<file path="src/rtl/tick_wave_gen_pkg.sv">
// Shared encodings for the tick-driven waveform generator:
// waveform select codes and triangle direction states.
package tick_wave_pkg;

   typedef enum logic [1:0] {
      WSEL_SAW  = 2'd0,
      WSEL_TRI  = 2'd1,
      WSEL_SQR  = 2'd2,
      WSEL_RSAW = 2'd3
   } wsel_e;

   typedef enum logic {
      TRI_UP   = 1'b0,
      TRI_DOWN = 1'b1
   } tri_state_e;

endpackage

</file>
<file path="src/rtl/tick_wave_gen_if.sv">
// Control and sample bus of the waveform generator. The master side drives
// the step strobe and mode controls; the slave side returns the samples.
interface tick_wave_gen_if #(
   parameter int W = 8
);
   logic         tick;
   logic         en;
   logic [1:0]   wsel;
   logic [W-1:0] duty;
   logic [W-1:0] sample;
   logic         valid;
   logic         period_done;

   modport master (
      output tick, en, wsel, duty,
      input  sample, valid, period_done
   );

   modport slave (
      input  tick, en, wsel, duty,
      output sample, valid, period_done
   );
endinterface

</file>
<file path="src/rtl/tick_wave_gen_phase_cnt.sv">
// W-bit up/down counter with step enable and synchronous clear; tc flags
// that the value produced by this cycle equals the supplied terminal value.
module wave_phase_cnt #(
   parameter int W = 8
) (
   input  logic         clk,
   input  logic         rst,
   input  logic         en,
   input  logic         clr,
   input  logic         up,
   input  logic [W-1:0] term,
   output logic [W-1:0] cnt_next,
   output logic         tc
);

   logic [W-1:0] cnt_q;
   logic [W-1:0] cnt_d;
   logic [W-1:0] base;

   // A clear on a step cycle restarts from zero and still takes that step.
   always_comb begin
      base  = clr ? '0 : cnt_q;
      cnt_d = base;
      if (en) begin
         cnt_d = up ? (base + W'(1)) : (base - W'(1));
      end
   end

   always_ff @(posedge clk or posedge rst) begin
      if (rst) begin
         cnt_q <= '0;
      end else begin
         cnt_q <= cnt_d;
      end
   end

   assign cnt_next = cnt_d;
   assign tc       = (cnt_d == term);

endmodule

</file>
<file path="src/rtl/tick_wave_gen.sv">
// Tick-stepped waveform generator: saw, triangle, square and reverse saw
// from a free-running phase counter and a bouncing triangle level.
module tick_wave_gen #(
   parameter int W = 8
) (
   input  logic            clk,
   input  logic            rst,
   tick_wave_gen_if.slave  bus
);
   import tick_wave_pkg::*;

   logic         step;
   logic         resync;
   wsel_e        wsel_in;
   wsel_e        wsel_q, wsel_d;
   tri_state_e   state_q, state_d;
   tri_state_e   tri_dir;
   logic [W-1:0] phase_nxt;
   logic         phase_tc;
   logic [W-1:0] tri_nxt;
   logic [W-1:0] tri_term;
   logic         tri_tc;
   logic [W-1:0] sample_q, sample_d;
   logic         valid_q, valid_d;
   logic         period_done_q, period_done_d;

   assign wsel_in = wsel_e'(bus.wsel);
   assign step    = bus.en & bus.tick;
   assign resync  = step && (wsel_in != wsel_q);

   // A mode change restarts the triangle climbing from zero on the same step.
   assign tri_dir  = resync ? TRI_UP : state_q;
   assign tri_term = (tri_dir == TRI_UP) ? '1 : '0;

   wave_phase_cnt #(.W(W)) u_phase (
      .clk      (clk),
      .rst      (rst),
      .en       (step),
      .clr      (resync),
      .up       (1'b1),
      .term     ('0),
      .cnt_next (phase_nxt),
      .tc       (phase_tc)
   );

   wave_phase_cnt #(.W(W)) u_tri (
      .clk      (clk),
      .rst      (rst),
      .en       (step),
      .clr      (resync),
      .up       (tri_dir == TRI_UP),
      .term     (tri_term),
      .cnt_next (tri_nxt),
      .tc       (tri_tc)
   );

   always_comb begin
      state_d       = state_q;
      wsel_d        = wsel_q;
      sample_d      = sample_q;
      valid_d       = 1'b0;
      period_done_d = 1'b0;
      if (step) begin
         state_d = tri_dir;
         if (tri_tc) begin
            state_d = (tri_dir == TRI_UP) ? TRI_DOWN : TRI_UP;
         end
         wsel_d  = wsel_in;
         valid_d = 1'b1;
         case (wsel_in)
            WSEL_SAW: begin
               sample_d      = phase_nxt;
               period_done_d = phase_tc;
            end
            WSEL_TRI: begin
               sample_d      = tri_nxt;
               period_done_d = tri_tc && (tri_dir == TRI_DOWN);
            end
            WSEL_SQR: begin
               sample_d      = (phase_nxt < bus.duty) ? '1 : '0;
               period_done_d = phase_tc;
            end
            WSEL_RSAW: begin
               sample_d      = ~phase_nxt;
               period_done_d = phase_tc;
            end
            default: begin
               sample_d = sample_q;
            end
         endcase
      end
   end

   always_ff @(posedge clk or posedge rst) begin
      if (rst) begin
         state_q       <= TRI_UP;
         wsel_q        <= WSEL_SAW;
         sample_q      <= '0;
         valid_q       <= 1'b0;
         period_done_q <= 1'b0;
      end else begin
         state_q       <= state_d;
         wsel_q        <= wsel_d;
         sample_q      <= sample_d;
         valid_q       <= valid_d;
         period_done_q <= period_done_d;
      end
   end

   assign bus.sample      = sample_q;
   assign bus.valid       = valid_q;
   assign bus.period_done = period_done_q;

endmodule

</file>
<file path="src/flat_wrapper.sv">
// flat-port wrapper written by rule: the top's interface ports become plain ports
module tick_wave_gen_flat import tick_wave_pkg::*;
#(
   parameter int W = 8
)
  (clk, rst, bus_tick, bus_en, bus_wsel, bus_duty, bus_sample, bus_valid, bus_period_done);
  tick_wave_gen_if #(.W(W)) bus_i ();
  input  logic clk;
  input  logic rst;
  input wire logic [$bits(bus_i.tick)-1:0] bus_tick;
  input wire logic [$bits(bus_i.en)-1:0] bus_en;
  input wire logic [$bits(bus_i.wsel)-1:0] bus_wsel;
  input wire logic [$bits(bus_i.duty)-1:0] bus_duty;
  output wire logic [$bits(bus_i.sample)-1:0] bus_sample;
  output wire logic [$bits(bus_i.valid)-1:0] bus_valid;
  output wire logic [$bits(bus_i.period_done)-1:0] bus_period_done;
  assign bus_i.tick = bus_tick;
  assign bus_i.en = bus_en;
  assign bus_i.wsel = bus_wsel;
  assign bus_i.duty = bus_duty;
  assign bus_sample = bus_i.sample;
  assign bus_valid = bus_i.valid;
  assign bus_period_done = bus_i.period_done;
  tick_wave_gen #(.W(W)) u_core (.clk(clk), .rst(rst), .bus(bus_i));
endmodule
</file>
<file path="config.mk">
export PLATFORM = sky130hd
export DESIGN_NAME = tick_wave_gen_flat
export DESIGN_NICKNAME = d
export VERILOG_FILES = /design/src/rtl/tick_wave_gen_pkg.sv /design/src/rtl/tick_wave_gen_if.sv /design/src/rtl/tick_wave_gen_phase_cnt.sv /design/src/rtl/tick_wave_gen.sv /design/src/flat_wrapper.sv
export SDC_FILE = /design/constraint.sdc
export NUM_CORES = 1
export LEC_CHECK = 0
export CAP_MARGIN = 30
export CORE_MARGIN = 10
export CORE_UTILIZATION = 54
export CTS_BUF_LIST = sky130_fd_sc_hd__clkbuf_16
export CTS_CLUSTER_DIAMETER = 150
export DETAILED_ROUTE_END_ITERATION = 10
export PLACE_DENSITY = 0.75
export SLEW_MARGIN = 10
export SYNTH_ARGS = -nofsm -noshare
export SYNTH_HDL_FRONTEND = slang
export SYNTH_HIERARCHICAL = 1
export SYNTH_SLANG_ARGS = --single-unit
</file>
<file path="constraint.sdc">
create_clock -name clk -period 7 [get_ports clk]
set_input_delay 1.05 -clock clk [delete_from_list [all_inputs] [get_ports clk]]
set_output_delay 1.05 -clock clk [all_outputs]
set_load 0.05 [all_outputs]
</file>
## Word-level counts from Yosys, hierarchy flattened

Cells that the tools add are included.
Widths: inputs -> output; s select.

- ROM bits: 0
- Output and inout bits: 10
- Memories kept: 0
- Register bits: 29
- RAM bits: 0
- Logic and storage cells: 37
- Bits in latches: 0
- Bits of input ports: 14

- $add $sub $neg: 3
- Shifts and indexed selects: 0
- Bitwise gates (word level): 2
- Div/mod/pow operators: 0
- Equal/unequal tests: 5
- Reductions and logical operators: 5
- Order comparisons: 1
- $mul: 0
- Multiplexer cells: 14

Operators by type and width:

| operator | number |
|---|---|
| $mux 8 | 7 |
| $pmux 8 s4 | 1 |
| $add 8x1->8 const B | 2 |
| $eq 8x8->1 | 1 |
| $logic_not 8->1 | 1 |
| $lt 8x8->1 | 1 |
| $not 8->8 | 1 |
| $sub 8x1->8 const B | 1 |
| $mux 1 | 5 |
| $eq 2x2->1 const B | 2 |
| $reduce_or 3->1 | 1 |
| $eq 2x1->1 const B | 1 |
| $logic_and 1x1->1 | 2 |
| $logic_not 2->1 | 1 |
| $ne 2x2->1 | 1 |
| $pmux 1 s2 | 1 |
| $and 1x1->1 | 1 |

## Depth between registers and ports, before layout

Gate-level depths: netlist of the first run.

- Depth in word-level cells: 10
- Gate-level depth with buffers: 15
- Depth with buffers taken out: 15

## By module

The synthesis of the first run kept the hierarchy.

Modules (own cells, without submodules):

| module | cells an instance | times used | area each (µm²) |
|---|---|---|---|
| wave_phase_cnt at u_core.u_phase | 128 | 1 | 1069.8 |
| tick_wave_gen | 101 | 1 | 952.2 |
| wave_phase_cnt at u_core.u_tri | 91 | 1 | 819.5 |

## Least setup slack after synthesis of the first run

Ideal clock, no wire load.

- Path type: input-to-reg
- Start: in bus_en
- End: reg u_core.state_q
- Library setup time: 0.125 ns
- Cell stages on the path: 14
- Buffers on the path: 0
- Data arrival time: 4.824 ns
- Setup slack: 2.051 ns
- Required time: 6.875 ns
- Cell sequence: nand2_1 -> a21oi_1 -> nor2b_1 -> inv_1 -> inv_1 -> fa_1 -> or4_1 -> a21oi_1 -> o221ai_1 -> xor2_1 -> nor4b_1 -> and4_1 -> ha_1 -> mux2_2

RTL lines:

| what | RTL line | RTL |
|---|---|---|
| start: declaration | flat_wrapper.sv:11 | `input wire logic [$bits(bus_i.en)-1:0] bus_en;` |
| $and 1x1->1 | tick_wave_gen.sv:28 | `assign step = bus.en & bus.tick;` |
| $logic_and 1x1->1 | tick_wave_gen.sv:29 | `assign resync = step && (wsel_in != wsel_q);` |
| net u_core.resync | tick_wave_gen.sv:13 | `logic resync;` |
| $mux 1 | tick_wave_gen.sv:32 | `assign tri_dir = resync ? TRI_UP : state_q;` |
| $mux 8 | tick_wave_gen.sv:33 | `assign tri_term = (tri_dir == TRI_UP) ? '1 : '0;` |
| net u_core.tri_term[0] | tick_wave_gen.sv:21 | `logic [W-1:0] tri_term;` |
| $eq 8x8->1 | tick_wave_gen_phase_cnt.sv:38 | `assign tc = (cnt_d == term);` |
| net u_core.tri_tc | tick_wave_gen.sv:22 | `logic tri_tc;` |
| $mux 1 | tick_wave_gen.sv:65 | `if (tri_tc) begin` |
| end signal: assignment | tick_wave_gen.sv:102 | `state_q <= state_d;` |
| end: declaration | tick_wave_gen.sv:16 | `tri_state_e state_q, state_d;` |

The timed path passes the listed nets, and every way through them passes these cells.
A chain may end at the register's enable or synchronous reset.

## Final worst setup path of the first run

- Start: in bus_wsel[0]
- End: reg u_core.state_q

RTL lines:

| what | RTL line | RTL |
|---|---|---|
| start: declaration | flat_wrapper.sv:12 | `input wire logic [$bits(bus_i.wsel)-1:0] bus_wsel;` |
| $ne 2x2->1 | tick_wave_gen.sv:29 |  |
| $logic_and 1x1->1 | tick_wave_gen.sv:29 |  |
| net u_core.resync | tick_wave_gen.sv:13 |  |
| $mux 1 | tick_wave_gen.sv:32 |  |
| $mux 8 | tick_wave_gen.sv:33 |  |
| net u_core.tri_term[0] | tick_wave_gen.sv:21 |  |
| $eq 8x8->1 | tick_wave_gen_phase_cnt.sv:38 |  |
| net u_core.tri_tc | tick_wave_gen.sv:22 |  |
| $mux 1 | tick_wave_gen.sv:65 |  |

The timed path passes the listed nets, and every way through them passes these cells.

==> run metrics, run 1 <==
status=complete, no violations; Post-Route M1 WL=roughly 3 mm; clk buf depth=2; headroom to the max-slew limit=a little under half; largest net degree at the start of global routing=33; sequential fraction of the synthesis area=about a quarter; drt drc=0; number of synthesis warnings=6; P per Cell Area=roughly 290 nW/µm²; largest family of logic cells by synthesized area=simple AND/OR/NAND/NOR gates; Die Span Y=about 90 µm; max-cap violation count=0; mux share of post-synthesis cell area=~4.7%; # H-tree levels=2; P_leak=around 1.5 nW; routability congestion estimate=0.856; r2r startpoint=u_core/wsel_q[0]; area delta synth->final=17.3%; Slew Viols, Final=0; Reg2Reg Setup Slack=between 2 and 3 ns; Hold Path Origin=u_core/bus.sample[0]; Synth Area in Adders=7.57%; Post-Synthesis Cells=320; required time of the critical path=between 7 and 8 ns; Port Buffers=23; Synth Area in Compound Gates=between 20% and 30%; WS Path Type=primary input to register; # nets final=roughly 400; Critical Path Start Type=primary input; Peak supply drop=around 220 µV; CTS tree=built; DR top layer=met4; initial antenna violation count=0; end-of-flow core utilization=between 60% and 70%; CTS root buffer=clkbuf_16; TritonRoute pass-1 iters=4; vias in the first global route=roughly 2.5k; Synth Cell Area=approximately 2800 µm²; clk_lat worst skew=between 0.2 and 0.3 ns; register bit total from synthesis=29; final-report hold violation count=0; Post-DRT Antenna Nets=0; DR iter-0 viols=approximately 110; met3 WL=approximately 350 µm; Hold WS=roughly 0.49 ns; Peak Freq=approximately 180 MHz; XOR/XNOR Fraction of Synth Area=about a tenth; Final Cell Area=between 3000 and 4000 µm²; WP data arrival=~5.7 ns; hold buffers post-CTS=0; Setup crit end kind=register; reg2reg path depth=14; Resize count post-CTS=0; Final min period=about 5.5 ns; Starting Density=between 50% and 60%; dpl cell area=~3200 µm²; metal2 WL=between 3 and 4 mm; WHS Path Cells=1; Rows=26; chip width=slightly above 90 µm; Synth Area in Simple Gates=24.3%; setup violators final=0; final worst-path cycle share=78.8%; Non-Filler Instances=440; first-pass GRT wire length=between 10 and 15 mm; Reg clk slew, reported paths=roughly 0.05 ns; ys flop type=dfrtp_1; WHS Endpoint=u_core/bus.sample[0]; commonest cells after routing, fill and taps aside=32 x conb_1, 29 x dfrtp_1, 24 x nor2_1; number of enable flip-flop cells after synthesis=0; RSZ-0062 raised after global routing=false; HPWL Detailed=roughly 5.1 mm; clk_skew=between 0.002 and 0.0025 ns; worst-margin pin slew=roughly 0.8 ns; overall routing resource usage=between 10% and 20%; Core ar.=just over 5000 µm²; Die Area=8560 µm²; # Post-CTS Setup Buffers=0; syn avg cell area=slightly below 9 µm²; Async SR Flop Fraction=between 90% and 100%; Filler cells=between 400 and 500; Overflow after GRT=0; vias=2470; synth unique cells=between 70 and 80; routed wire length=slightly below 7 mm; Crit Path Max Fanout=23; number of buffers created by CTS=5; Routed wire per std cell=around 16 µm; most common cell after layout, fill and taps aside=conb_1; IO Pins=24; reg-to-reg endpoint=u_core/state_q; CTS sink cnt=29; Cells after DPL=approximately 430; worst hold path class=register to register; vias per inst=~5.6; layout cells sized above 1=11.1%; setup_tns=0 ns; n_diodes=0
metrics by stage:
| stage | setup WS, ns | power (mW) |
|---|---|---|
| 2_1_floorplan | 2.05 | 0.624 |
| 3_3_place_gp | 1.36 | 0.734 |
| 3_5_place_dp | 1.23 | 0.746 |
| 4_1_cts | 1.52 | 0.949 |
| 5_1_grt | 1.09 | 1.02 |
| 6_report | 1.48 | 0.951 |
worst max path at each step:
stage                            from              to  cells past startpoint  slack, ns
after floorplan                bus_en  u_core/state_q                     14       2.05
after global placement    bus_wsel[1]  u_core/state_q                     15       1.36
after detailed placement  bus_wsel[1]  u_core/state_q                     15       1.23
after CTS                 bus_wsel[0]  u_core/state_q                     15       1.52
after global routing      bus_wsel[1]  u_core/state_q                     15       1.09
final                     bus_wsel[0]  u_core/state_q                     15       1.48
kinds of logic (layout without fill, tap and decap cells):
logic type / Yosys count / after routing
flops: 29 / 29
other cells: 2 / 32
simple gates: 118 / 118
xor+xnor: 30 / 30
buf+inv: 36 / 56
mux: 12 / 12
compound gates: 77 / 77
fa+ha+maj: 16 / 16
cells in the mapped netlist, types with 5 or more instances:
cell      instances  area share [%]
a21oi_1          11             1.9
a221o_1           6             2.1
dfrtp_1          29              26
ha_1             14             6.2
inv_1            20             2.6
mux2_2            6             2.4
mux2i_1           5             1.8
nand2_1          21             2.8
nand3b_1          5             1.3
nand4_1           6             1.3
nor2_1           24             3.2
nor2b_1          18             4.0
o21ai_0          14             2.5
o22ai_1           8             1.8
xnor2_1          20             6.2
xor2_1            7             2.2
metal layers:
metal | track usage [%] | vias up
met1 | 20.2 | 1175
met3 | 4.12 | 8
met5 | 0 | -
met2 | 27.6 | 63
li1 | - | 1224
met4 | 5.14 | 0
critical path: stages:
cell and delay [ns]:
clkdlybuf4s50_1 0.75, xnor2_1 0.14, a21oi_2 0.17, nor2b_1 0.07
inv_1 0.58, inv_1 0.32, fa_1 0.55, or4_1 0.54
a21oi_1 0.15, o221ai_1 0.21, xor2_1 0.19, nor4b_1 0.25
and4_1 0.22, ha_1 0.22, mux2_2 0.26
where the power goes:
part           internal [mW]  total, mW  switching, mW  leakage, nW
clock network          0.128      0.198         0.0700       0.0687
registers              0.212      0.257         0.0447        0.371
logic                  0.203      0.496          0.293         1.05
total                  0.544      0.951          0.408         1.48
sequential cells by signal (all words and copies together) (netlist names):
signal,flops
u_core/u_phase/cnt_q,8
u_core/u_tri/cnt_q,8
u_core/state_q,1
u_core/bus.period_done,1
u_core/bus.sample,8
u_core/wsel_q,2
u_core/bus.valid,1
cell type report:
| class | count | area, µm² | share of cell area, % |
|---|---|---|---|
| Timing Repair Buffer | 26 | 253 | 7.59 |
| Clock inverter | 3 | 12.5 | 0.376 |
| Tap cell | 70 | 87.6 | 2.63 |
| Clock buffer | 5 | 125 | 3.76 |
| Inverter | 22 | 85.1 | 2.55 |
| Sequential cell | 29 | 726 | 21.8 |
| Multi-Input combinational cell | 285 | 2040 | 61.3 |
No activity file was read; power rests on OpenSTA's default activity.
==> run 2, diff against run 1 <==
- clock period: 7 -> 5.6 ns (I/O delays scaled with it)
==> run 2 against run 1 <==
Via count up 0.73%. Register-to-register slack worse by 0.83 ns. Cell count up 1.1%. Largest cell class unchanged. Highest routed layer unchanged.
==> run metrics, run 2 (synthesis gave the netlist of run 1 again) <==
# Post-CTS Setup Buffers=0 (unchanged); status=complete, no violations; switch share=42.7% (-0.14 points); Setup crit end kind=register; vias=2488 (+0.73%); Reg2Reg Setup Slack=1.80 ns (-0.83 ns); # nets final=404 (+1.3%); Core ar.=5110 µm² (unchanged); first-pass GRT wire length=11.7 mm (-0.59%); Reg clk slew, reported paths=0.05 ns (about the same); clk_lat worst skew=0.27 ns (about the same); met1 Use GR=19.2% (-0.98 points); setup violators final=0 (unchanged); biggest cell delay along the critical path=0.73 ns (-0.02 ns); largest net degree at the start of global routing=24 (-27%); multi-input logic area=2040 µm² (unchanged); busiest grt layer=met2; Filler cells=429 (-2.9%); # H-tree levels=2 (unchanged); dpl cell area=3230 µm² (+1.2%); CTS root buffer=clkbuf_16; Die Span Y=92.5 µm (unchanged); RSZ-0062 raised after global routing=false; Rows=26 (unchanged); crit path launch=bus_wsel[1]; vias in the first global route=2508 (+0.84%); TritonRoute pass-1 iters=4 (unchanged); Int Power=0.695 mW (+28%); hold buffers post-CTS=0 (unchanged); final worst-path cycle share=a little over four fifths; headroom to the max-slew limit=54.4% (+6.7 points); setup_tns=0 ns (unchanged); worst-margin pin slew=0.683 ns (-0.101 ns); Final min period=around 4.7 ns; WS Path Type=primary input to register; P per Cell Area=359 nW/µm² (+26%); area delta synth->final=18.8%; max-cap violation count=0 (unchanged); Die Area=8560 µm² (unchanged); Crit Path Max Fanout=23 (unchanged); routed wire length=6.92 mm (+0.61%); final-report hold violation count=0 (unchanged); Port Buffers=23 (unchanged); CTS tree=built; Starting Density=55.6% (unchanged); Sw Pwr=0.518 mW (+27%); HPWL Detailed=5.42 mm (+6.0%); commonest cells after routing, fill and taps aside=32 x conb_1, 29 x dfrtp_1, 24 x nor2_1; GR Util met3=3.47% (-0.65 points); layout cells sized above 1=12.8% (+1.7 points); n_diodes=0 (unchanged); end-of-flow core utilization=66.1% (+0.83 points); register area=726 µm² (unchanged); routability congestion estimate=0.932 (+8.9%); required time of the critical path=5.75 ns (-1.41 ns); Routed wire per std cell=15.5 µm (-0.52%); Peak supply drop=291 µV (+33%); reg-to-reg endpoint=u_core/state_q; Critical Path Start Type=primary input; Peak Freq=212 MHz; Seq pwr share=26.7% (-0.3 points); Slew Viols, Final=0 (unchanged); r2r startpoint=u_core/wsel_q[0]; Overflow after GRT=0 (unchanged); reg2reg path depth=13 (-1); Comb power frac=52.4% (+0.2 points); number of buffers created by CTS=5 (unchanged); initial antenna violation count=0 (unchanged); DR iter-0 viols=73 (-36%); vias per inst=5.59 (-0.40%); WP data arrival=4.87 ns (-0.80 ns); worst hold path class=register to register; Post-DRT Antenna Nets=0 (unchanged); clk buf depth=2 (unchanged); chip width=92.5 µm (unchanged); CP cell instances=clkdlybuf4s50_1 -> xnor2_1 -> a21oi_2 -> buf_4 -> nor2b_1 -> fa_1 -> or4_1 -> a21oi_1 -> o221ai_1 -> xor2_1 -> nor4b_1 -> and4_1 -> ha_1 -> mux2_2; CTS sink cnt=29 (unchanged); Resize count post-CTS=0 (unchanged); P_leak=1.51 nW (+1.7%); slowest CP cell=clkdlybuf4s50_1; Worst Setup EP=u_core/state_q; most common cell after layout, fill and taps aside=conb_1; Clock power frac=20.9% (about the same); met2 usage=29.3% (+1.6 points); clk_skew=0.00442 ns (+0.00225 ns); Final Cell Area=3370 µm² (+1.3%); IO Pins=24 (unchanged); drt drc=0 (unchanged); overall routing resource usage=16.6% (+0.092 points)
==> run 2: changes by cell type in the layout (fill, tap and decap cells not counted), sizes merged <==
cell	delta
clkinvlp	+1
buf	+5
clkinv	-1
==> run 2: stage by stage <==
step	hold WS, ns	total power [mW]	cells	setup WS, ns
2_1_floorplan	0.471	0.780	350	0.861
3_3_place_gp	0.482	0.939	437	0.724
3_5_place_dp	0.476	0.953	437	0.581
4_1_cts	0.498	1.21	445	0.864
5_1_grt	0.532	1.30	445	0.591
6_report	0.498	1.21	445	0.887
==> run 2: worst min path at each step <==
stage | from | to | slack, ns | cells after the start
after floorplan | u_core/state_q | u_core/state_q | 0.47 | 1
after global routing | u_core/bus.sample[6] | u_core/bus.sample[6] | 0.53 | 1
final | u_core/bus.sample[6] | u_core/bus.sample[6] | 0.50 | 1
after global placement | u_core/bus.sample[6] | u_core/bus.sample[6] | 0.48 | 1
after detailed placement | u_core/bus.sample[6] | u_core/bus.sample[6] | 0.48 | 1
after CTS | u_core/bus.sample[6] | u_core/bus.sample[6] | 0.50 | 1
==> run 2: area by class of cell <==
type | count | share of cell area [%]
multi-input combinational | 285 | 60.5
sequential | 29 | 21.5
timing repair buffer | 31 | 8.60
clock buffer | 5 | 3.71
tap | 70 | 2.60
inverter | 22 | 2.52
clock inverter | 3 | 0.519
==> run 2: power groups by stage <==
stage	sequential, mW	clock (mW)	combinational (mW)
final	0.324	0.254	0.635
after global routing	0.331	0.271	0.695
after CTS	0.322	0.259	0.631
after detailed placement	0.325	0	0.628
after global placement	0.324	0	0.615
after floorplan	0.373	0	0.407
==> run 2: worst max-delay path: cells and delay by family <==
family,cells,cell delay (ns)
AOI/OAI and AO/OA,3,0.62
xor gates and xnor gates,2,0.35
adders and majority gates,2,0.67
buffers and inverters,2,1.02
muxes,1,0.27
and+or+nand+nor,4,1.11
==> run 2: per-layer routing <==
layer  wire length [µm]  vias to the layer above
li1                   -                     1236
met1               3010                     1188
met2               3490                       52
met4                134                        0
met3                282                       12
met5                  0                        -
